===== src/rtl/relay_pkg.sv =====
// Shared constants for the HF relay path: mode selects, front-end mod_type codes,
// start nibbles, end-of-frame patterns and the frame sequencer state encoding.
package relay_pkg;

    localparam logic [2:0] MODE_FAKE_READER = 3'b101;
    localparam logic [2:0] MODE_FAKE_TAG    = 3'b110;

    localparam logic [2:0] MT_SNIFFER       = 3'b000;
    localparam logic [2:0] MT_TAGSIM_LISTEN = 3'b001;
    localparam logic [2:0] MT_TAGSIM_MOD    = 3'b010;
    localparam logic [2:0] MT_READER_LISTEN = 3'b011;
    localparam logic [2:0] MT_READER_MOD    = 3'b100;

    localparam logic [3:0] START_READER = 4'hC;
    localparam logic [3:0] START_TAG    = 4'hF;

    localparam logic [15:0] END_READER_A = 16'h0000;
    localparam logic [15:0] END_READER_B = 16'hC000;
    localparam logic [7:0]  END_TAG      = 8'h00;

    typedef enum logic [2:0] {
        ST_IDLE   = 3'd0,
        ST_LISTEN = 3'd1,
        ST_ARMED  = 3'd2,
        ST_MOD    = 3'd3,
        ST_TAIL   = 3'd4
    } relay_state_e;

    // End patterns only count on even nibble positions, so a stray 00 mid-byte is data.
    function automatic logic is_frame_end(input logic reader, input logic [15:0] hist,
                                          input logic [7:0] cnt);
        logic match;
        if (reader) begin
            match = (hist == END_READER_A) || (hist == END_READER_B);
        end else begin
            match = (hist[7:0] == END_TAG);
        end
        return match && (cnt[0] == 1'b0);
    endfunction

endpackage


===== src/rtl/relay_frame_timer.sv =====
// Loadable down-counter shared between the inactivity timeout and the post-frame holdoff.
// Expires on the cycle it reads 1 and parks at 0 instead of wrapping.
module relay_frame_timer #(
    parameter int W = 13
) (
    input  logic         clk,
    input  logic         reset,
    input  logic         load,
    input  logic [W-1:0] load_val,
    output logic         expire
);

    logic [W-1:0] cnt_q;
    logic [W-1:0] cnt_d;

    // Next count: load wins, otherwise count down until zero.
    always_comb begin
        cnt_d = cnt_q;
        if (load) begin
            cnt_d = load_val;
        end else if (cnt_q != '0) begin
            cnt_d = cnt_q - W'(1);
        end else begin
            cnt_d = cnt_q;
        end
    end

    // Counter register.
    always_ff @(posedge clk or posedge reset) begin
        if (reset) begin
            cnt_q <= '0;
        end else begin
            cnt_q <= cnt_d;
        end
    end

    assign expire = (cnt_q == W'(1));

endmodule


===== src/rtl/relay_frame_ctrl.sv =====
// Frame-level sequencer for the HF relay path: drives front-end mod_type from the
// decoded nibble stream, with inactivity timeout, post-frame holdoff and frame length.
module relay_frame_ctrl
    import relay_pkg::*;
#(
    parameter int TIMEOUT = 4096,
    parameter int HOLDOFF = 64
) (
    input  logic       clk,
    input  logic       reset,
    input  logic [2:0] hi_simulate_mod_type,
    input  logic [3:0] nib,
    input  logic       nib_valid,
    input  logic       line_active,
    output logic [2:0] mod_type,
    output logic       frame_active,
    output logic       frame_done,
    output logic [7:0] frame_len,
    output logic       timeout_err
);

    localparam int TW = $clog2(TIMEOUT + 1);

    relay_state_e state_q, state_d;
    logic         reader_q, reader_d;
    logic [15:0]  hist_q, hist_d;
    logic [7:0]   count_q, count_d;
    logic [2:0]   mod_type_q, mod_type_d;
    logic         frame_active_q, frame_active_d;
    logic         frame_done_q, frame_done_d;
    logic [7:0]   frame_len_q, frame_len_d;
    logic         timeout_err_q, timeout_err_d;

    logic          mode_ok_s;
    logic          mode_reader_s;
    logic [2:0]    listen_code_s;
    logic [2:0]    mod_code_s;
    logic [3:0]    start_s;
    logic [15:0]   hist_shift_s;
    logic [7:0]    count_inc_s;
    logic          tmr_load_s;
    logic [TW-1:0] tmr_val_s;
    logic          tmr_expire_s;

    relay_frame_timer #(.W(TW)) u_timer (
        .clk      (clk),
        .reset    (reset),
        .load     (tmr_load_s),
        .load_val (tmr_val_s),
        .expire   (tmr_expire_s)
    );

    // Mode decode and per-mode codes; the latched flavour is used once out of IDLE.
    always_comb begin
        mode_ok_s     = (hi_simulate_mod_type == MODE_FAKE_READER) ||
                        (hi_simulate_mod_type == MODE_FAKE_TAG);
        mode_reader_s = (hi_simulate_mod_type == MODE_FAKE_READER);
        listen_code_s = reader_q ? MT_READER_LISTEN : MT_TAGSIM_LISTEN;
        mod_code_s    = reader_q ? MT_READER_MOD    : MT_TAGSIM_MOD;
        start_s       = reader_q ? START_READER     : START_TAG;
        hist_shift_s  = {hist_q[11:0], nib};
        count_inc_s   = (count_q == 8'd255) ? count_q : count_q + 8'd1;
    end

    // Next-state and next-output logic for the frame sequencer.
    always_comb begin
        state_d        = state_q;
        reader_d       = reader_q;
        hist_d         = hist_q;
        count_d        = count_q;
        mod_type_d     = mod_type_q;
        frame_active_d = frame_active_q;
        frame_done_d   = 1'b0;
        frame_len_d    = frame_len_q;
        timeout_err_d  = timeout_err_q;
        tmr_load_s     = 1'b0;
        tmr_val_s      = TW'(TIMEOUT);

        // A reader/tag swap drops through IDLE so the new flavour is latched cleanly.
        if (!mode_ok_s || ((state_q != ST_IDLE) && (mode_reader_s != reader_q))) begin
            state_d        = ST_IDLE;
            mod_type_d     = MT_SNIFFER;
            frame_active_d = 1'b0;
            timeout_err_d  = 1'b0;
        end else begin
            case (state_q)
                ST_IDLE: begin
                    state_d    = ST_LISTEN;
                    reader_d   = mode_reader_s;
                    mod_type_d = mode_reader_s ? MT_READER_LISTEN : MT_TAGSIM_LISTEN;
                end
                ST_LISTEN, ST_ARMED: begin
                    if (nib_valid && (nib == start_s)) begin
                        state_d        = ST_MOD;
                        mod_type_d     = mod_code_s;
                        frame_active_d = 1'b1;
                        count_d        = 8'd1;
                        hist_d         = {12'h000, start_s};
                        tmr_load_s     = 1'b1;
                    end else if (state_q == ST_ARMED) begin
                        if (nib_valid) begin
                            tmr_load_s = 1'b1;
                        end else if (tmr_expire_s) begin
                            state_d    = ST_LISTEN;
                            mod_type_d = listen_code_s;
                        end else begin
                            state_d = ST_ARMED;
                        end
                    end else if (line_active) begin
                        state_d    = ST_ARMED;
                        mod_type_d = reader_q ? MT_SNIFFER : MT_TAGSIM_LISTEN;
                        tmr_load_s = 1'b1;
                    end else begin
                        state_d = ST_LISTEN;
                    end
                end
                ST_MOD: begin
                    if (nib_valid) begin
                        hist_d  = hist_shift_s;
                        count_d = count_inc_s;
                        if (is_frame_end(reader_q, hist_shift_s, count_inc_s)) begin
                            state_d        = ST_TAIL;
                            frame_done_d   = 1'b1;
                            frame_len_d    = count_inc_s;
                            mod_type_d     = listen_code_s;
                            frame_active_d = 1'b0;
                            tmr_load_s     = 1'b1;
                            tmr_val_s      = TW'(HOLDOFF);
                        end else begin
                            tmr_load_s = 1'b1;
                        end
                    end else if (tmr_expire_s) begin
                        state_d        = ST_LISTEN;
                        mod_type_d     = listen_code_s;
                        frame_active_d = 1'b0;
                        timeout_err_d  = 1'b1;
                    end else begin
                        state_d = ST_MOD;
                    end
                end
                ST_TAIL: begin
                    if (tmr_expire_s) begin
                        state_d = ST_LISTEN;
                    end else begin
                        state_d = ST_TAIL;
                    end
                end
                default: begin
                    state_d        = ST_IDLE;
                    mod_type_d     = MT_SNIFFER;
                    frame_active_d = 1'b0;
                end
            endcase
        end
    end

    // State, history and registered outputs.
    always_ff @(posedge clk or posedge reset) begin
        if (reset) begin
            state_q        <= ST_IDLE;
            reader_q       <= 1'b0;
            hist_q         <= 16'h0000;
            count_q        <= 8'd0;
            mod_type_q     <= MT_SNIFFER;
            frame_active_q <= 1'b0;
            frame_done_q   <= 1'b0;
            frame_len_q    <= 8'd0;
            timeout_err_q  <= 1'b0;
        end else begin
            state_q        <= state_d;
            reader_q       <= reader_d;
            hist_q         <= hist_d;
            count_q        <= count_d;
            mod_type_q     <= mod_type_d;
            frame_active_q <= frame_active_d;
            frame_done_q   <= frame_done_d;
            frame_len_q    <= frame_len_d;
            timeout_err_q  <= timeout_err_d;
        end
    end

    assign mod_type     = mod_type_q;
    assign frame_active = frame_active_q;
    assign frame_done   = frame_done_q;
    assign frame_len    = frame_len_q;
    assign timeout_err  = timeout_err_q;

endmodule


===== config.mk =====
export PLATFORM = sky130hd
export DESIGN_NAME = relay_frame_ctrl
export DESIGN_NICKNAME = d
export VERILOG_FILES = /design/src/rtl/relay_pkg.sv /design/src/rtl/relay_frame_timer.sv /design/src/rtl/relay_frame_ctrl.sv
export SDC_FILE = /design/constraint.sdc
export NUM_CORES = 1
export LEC_CHECK = 0
export ABC_AREA = 0
export CAP_MARGIN = 5
export CORE_UTILIZATION = 57
export CTS_CLUSTER_DIAMETER = 200
export DETAILED_ROUTE_END_ITERATION = 10
export PLACE_DENSITY = 0.79
export SYNTH_ARGS = -nofsm -noshare
export SYNTH_HDL_FRONTEND = slang
export SYNTH_SLANG_ARGS = --single-unit

===== constraint.sdc =====
create_clock -name clk -period 2.69 [get_ports clk]
set_input_delay 0.538 -clock clk [delete_from_list [all_inputs] [get_ports clk]]
set_output_delay 0.538 -clock clk [all_outputs]
set_load 0.02 [all_outputs]

==> metrics.md <==
| Metric | Value |
|---|---|
| Row count | 25 |
| Cts repair resizes | 0 |
| Worst clock skew | between 10 and 15 ps |
| TritonCTS Buffers | 5 |
| Syn avg cell area | 8.88 sq um |
| Proportion of synthesized chip area in sequential cells | 44.9% |
| First DRT Iteration DRCs | 120 |
| Full die area | ~5300 sq um |
| Layout cell share with drive strength beyond 1 | 8.05% |
| Pre-antenna DRT Iters | 4 |
| Critical path peak fanout | 8 |
| Post-CTS Setup Bufs | 0 |
| Via count | ~2400 |
| I/O pins | 25 |
| Port Buf Inserts | 24 |
| Max incr delay on CP | 500 ps |
| Vias in the first global route | 2097 |
| Setup-failing EPs final | 0 |
| Kind of critical path | register to register |
| Critical path launch point type | register |
| Syn_nets | 335 |
| Netlist area before placement | 2840 sq um |
| Clk Latency, worst-skew pair | 310 ps |
| Clk buf depth | 2 |
| First-pass GRT wire length | 9.58 mm |
| Final Routed Wirelength | 5.73 mm |
| Post-synthesis cell count | 320 |
| Nets | 362 |
| Die Span Y | between 70 and 80 um |
| Synth Register Bits | 51 |
| Core area | 4750 sq um |
| # hold bufs at CTS | 0 |
| Antenna viol nets, final | 0 |
| Crit share post-route | 82.2% |
| Clock transition at path regs | 100 ps |
| Initial Util | 59.8% |
| Final count of hold timing violations | 0 |
| Routed wire per std cell | between 10 and 15 um |
| Period minus WS final | 2210 ps |
| Post-synth top flop | dfrtp_1 |
| Yosys cell types | 51 |
| Maxcap violations | 0 |
| TNS Setup | 0 ps |
| Layout area overhead | 16.3% |
| Clock sinks | 51 |
| Global Route Usage Sum | 23.9% |
| Min-Delay Path Class | register to register |
| Crit path top cell by count | nand2_1 |
| Max stage delay cell, worst path | nor3_1 |
| Routed vias/inst | 5.78 |
| Leakage | between 1 and 1.5 nW |
| IR drop worst, VDD | 0.000315 V |
| Post-synth EDFFs | 0 |
| Fmax | 0.452 GHz |
| Initial antenna violation count | 0 |
| Largest net degree at the start of global routing | 31 |
| Layout Cell Area excl Fill | 3310 sq um |
| Grt total ovfl | 0 |
| RSZ-0062 raised after global routing | false |
| Power per Cell Area | roughly 600 nW/um^2 |
| Status | complete, no violations |
| Slew @ Worst Pin | 558 ps |
| CP bufs+invs | 0 |
| Post-DP HPWL | about 4.2 mm |
| Critical Path Sink Type | register |
| Cell Chain, Critical Path | nor3_1 > nand4_1 > a32oi_1 > nand2_1 > mux2i_1 > nand2_1 |
| Crit path DAT | 2410 ps |
| DRC | 0 |
| Worst path top cell family by delay | simple AND/OR/NAND/NOR gates |
| H-tree depth | 2 |
| Clk Tree Root Cell | clkbuf_8 |
| Relative slew slack | a little over three fifths |
| RD Place Congestion | 0.938 |
| Placed Area | ~3200 sq um |
| Final Max Slew Viols | 0 |
| Diode count | 0 |
| Yosys warnings | 0 |
| CTS tree | done |
| Required time of the worst setup path | 2890 ps |
| Share of flip-flops with an asynchronous set or reset | 100% |
| Die X | 72.6 um |
==> flip-flops by register name, indices dropped and copies added (netlist names), 3 cells and up <==
| register | flops |
|---|---|
| hist_q | 12 |
| state_q | 3 |
| mod_type | 3 |
| u_timer.cnt_q | 13 |
| count_q | 8 |
| frame_len | 8 |
==> layout by cell type, fill, tap and decap left out, types with 2 or more instances in the layout <==
| cell | n |
|---|---|
| nand2b_1 | 4 |
| nor4_1 | 2 |
| nand4b_1 | 2 |
| o21a_1 | 3 |
| a211oi_1 | 3 |
| clkbuf_8 | 5 |
| nand4_1 | 6 |
| nor3_1 | 6 |
| xnor2_1 | 2 |
| o31ai_1 | 6 |
| nor3b_1 | 3 |
| nor2b_1 | 6 |
| a31oi_1 | 2 |
| buf_4 | 10 |
| mux2i_1 | 3 |
| nand3_1 | 12 |
| o21ai_0 | 24 |
| and2_1 | 9 |
| nand3b_1 | 3 |
| a22o_1 | 8 |
| or4_1 | 3 |
| inv_1 | 7 |
| ha_1 | 4 |
| o21ai_1 | 10 |
| a21oi_1 | 18 |
| dfrtp_1 | 51 |
| xor2_1 | 10 |
| o21bai_1 | 2 |
| nand2_1 | 41 |
| and3_1 | 3 |
| nor2_1 | 31 |
| and3b_1 | 2 |
| clkdlybuf4s50_1 | 24 |
==> per-stage QoR <==
stage / setup WS, ps / util, % / total power, mW / std cells / hold slack (ps)
3_5_place_dp: 191 / 67.1 / 1.44 / 407 / 475
5_1_grt: 230 / 69.6 / 2.10 / 415 / 516
2_1_floorplan: 733 / - / 1.32 / 320 / 459
6_report: 478 / 69.6 / 1.98 / 415 / 488
3_3_place_gp: 241 / 67.1 / 1.42 / 407 / 465
4_1_cts: 524 / 69.6 / 1.99 / 415 / 498
==> Yosys cell counts, types with 3 or more instances <==
master,number,area [sq um]
a211oi_1,3,22.5
nand2b_1,4,25.0
o21ai_1,10,50.1
mux2i_1,3,30.0
inv_1,8,30.0
buf_2,5,25.0
o31ai_1,6,45.0
or4_1,3,22.5
ha_1,4,50.1
clkbuf_1,9,33.8
nand3_1,12,60.1
o21ai_0,24,120
xor2_1,10,87.6
and2_1,9,56.3
nand4_1,6,37.5
nand3b_1,3,22.5
nor2_1,31,116
nand2_1,41,154
nor3_1,6,30.0
a21oi_1,18,90.1
nor2b_1,6,37.5
and3_1,3,18.8
nor3b_1,3,22.5
dfrtp_1,51,1280
o21a_1,3,22.5
a22o_1,8,70.1
==> tightest hold or removal path: stages (launching register included) <==
cell and delay [ps]:
dfrtp_1 350, nand2_1 50, o21ai_1 60
==> cells by family after synthesis <==
kind of cell / share of synthesized area (%)
DFF: 44.9
AOI/OAI and AO/OA: 20.9
xor gates and xnor gates: 3.70
buffers and inverters: 3.52
muxes: 1.06
and+or+nand+nor: 24.2
adders and majority gates: 1.76
==> report_power, final <==
group	total (mW)	internal (mW)	switching [mW]
Clock	0.549	0.280	0.269
Combinational	0.426	0.198	0.228
Sequential	1.00	0.879	0.122
==> worst paths after layout <==
check / slack [ps] / from / endpoint / cells after the start
max in group asynchronous: 1630 / reset / hist_q[5]$_DFFE_PP0P_ / 3
setup reg to reg: 480 / u_timer.cnt_q[3]$_DFFE_PP0P_ / frame_active$_DFFE_PP0P_ / 6
hold reg to reg: 490 / frame_len[4]$_DFFE_PP0P_ / frame_len[4]$_DFFE_PP0P_ / 2
setup / recovery: 480 / u_timer.cnt_q[3]$_DFFE_PP0P_ / frame_active$_DFFE_PP0P_ / 6
min in group asynchronous: 550 / reset / u_timer.cnt_q[8]$_DFFE_PP0P_ / 2
hold / removal: 490 / frame_len[4]$_DFFE_PP0P_ / frame_len[4]$_DFFE_PP0P_ / 2
==> metal layers <==
layer	vias to the layer above	wire, um	GRT usage (%)
met4	0	81	7.84
met5	-	0	0
met1	1163	2720	32.8
li1	1190	-	-
met2	39	2770	38.7
met3	6	162	4.14
==> layout make-up <==
cell class,count,area (sq um)
Multi-Input combinational cell,246,1470
Clock inverter,3,46.3
Clock buffer,5,68.8
Tap cell,67,83.8
Inverter,8,30.0
Fill cell,412,1450
Timing Repair Buffer,35,335
Sequential cell,51,1280
(Power assumes the default switching activity.)
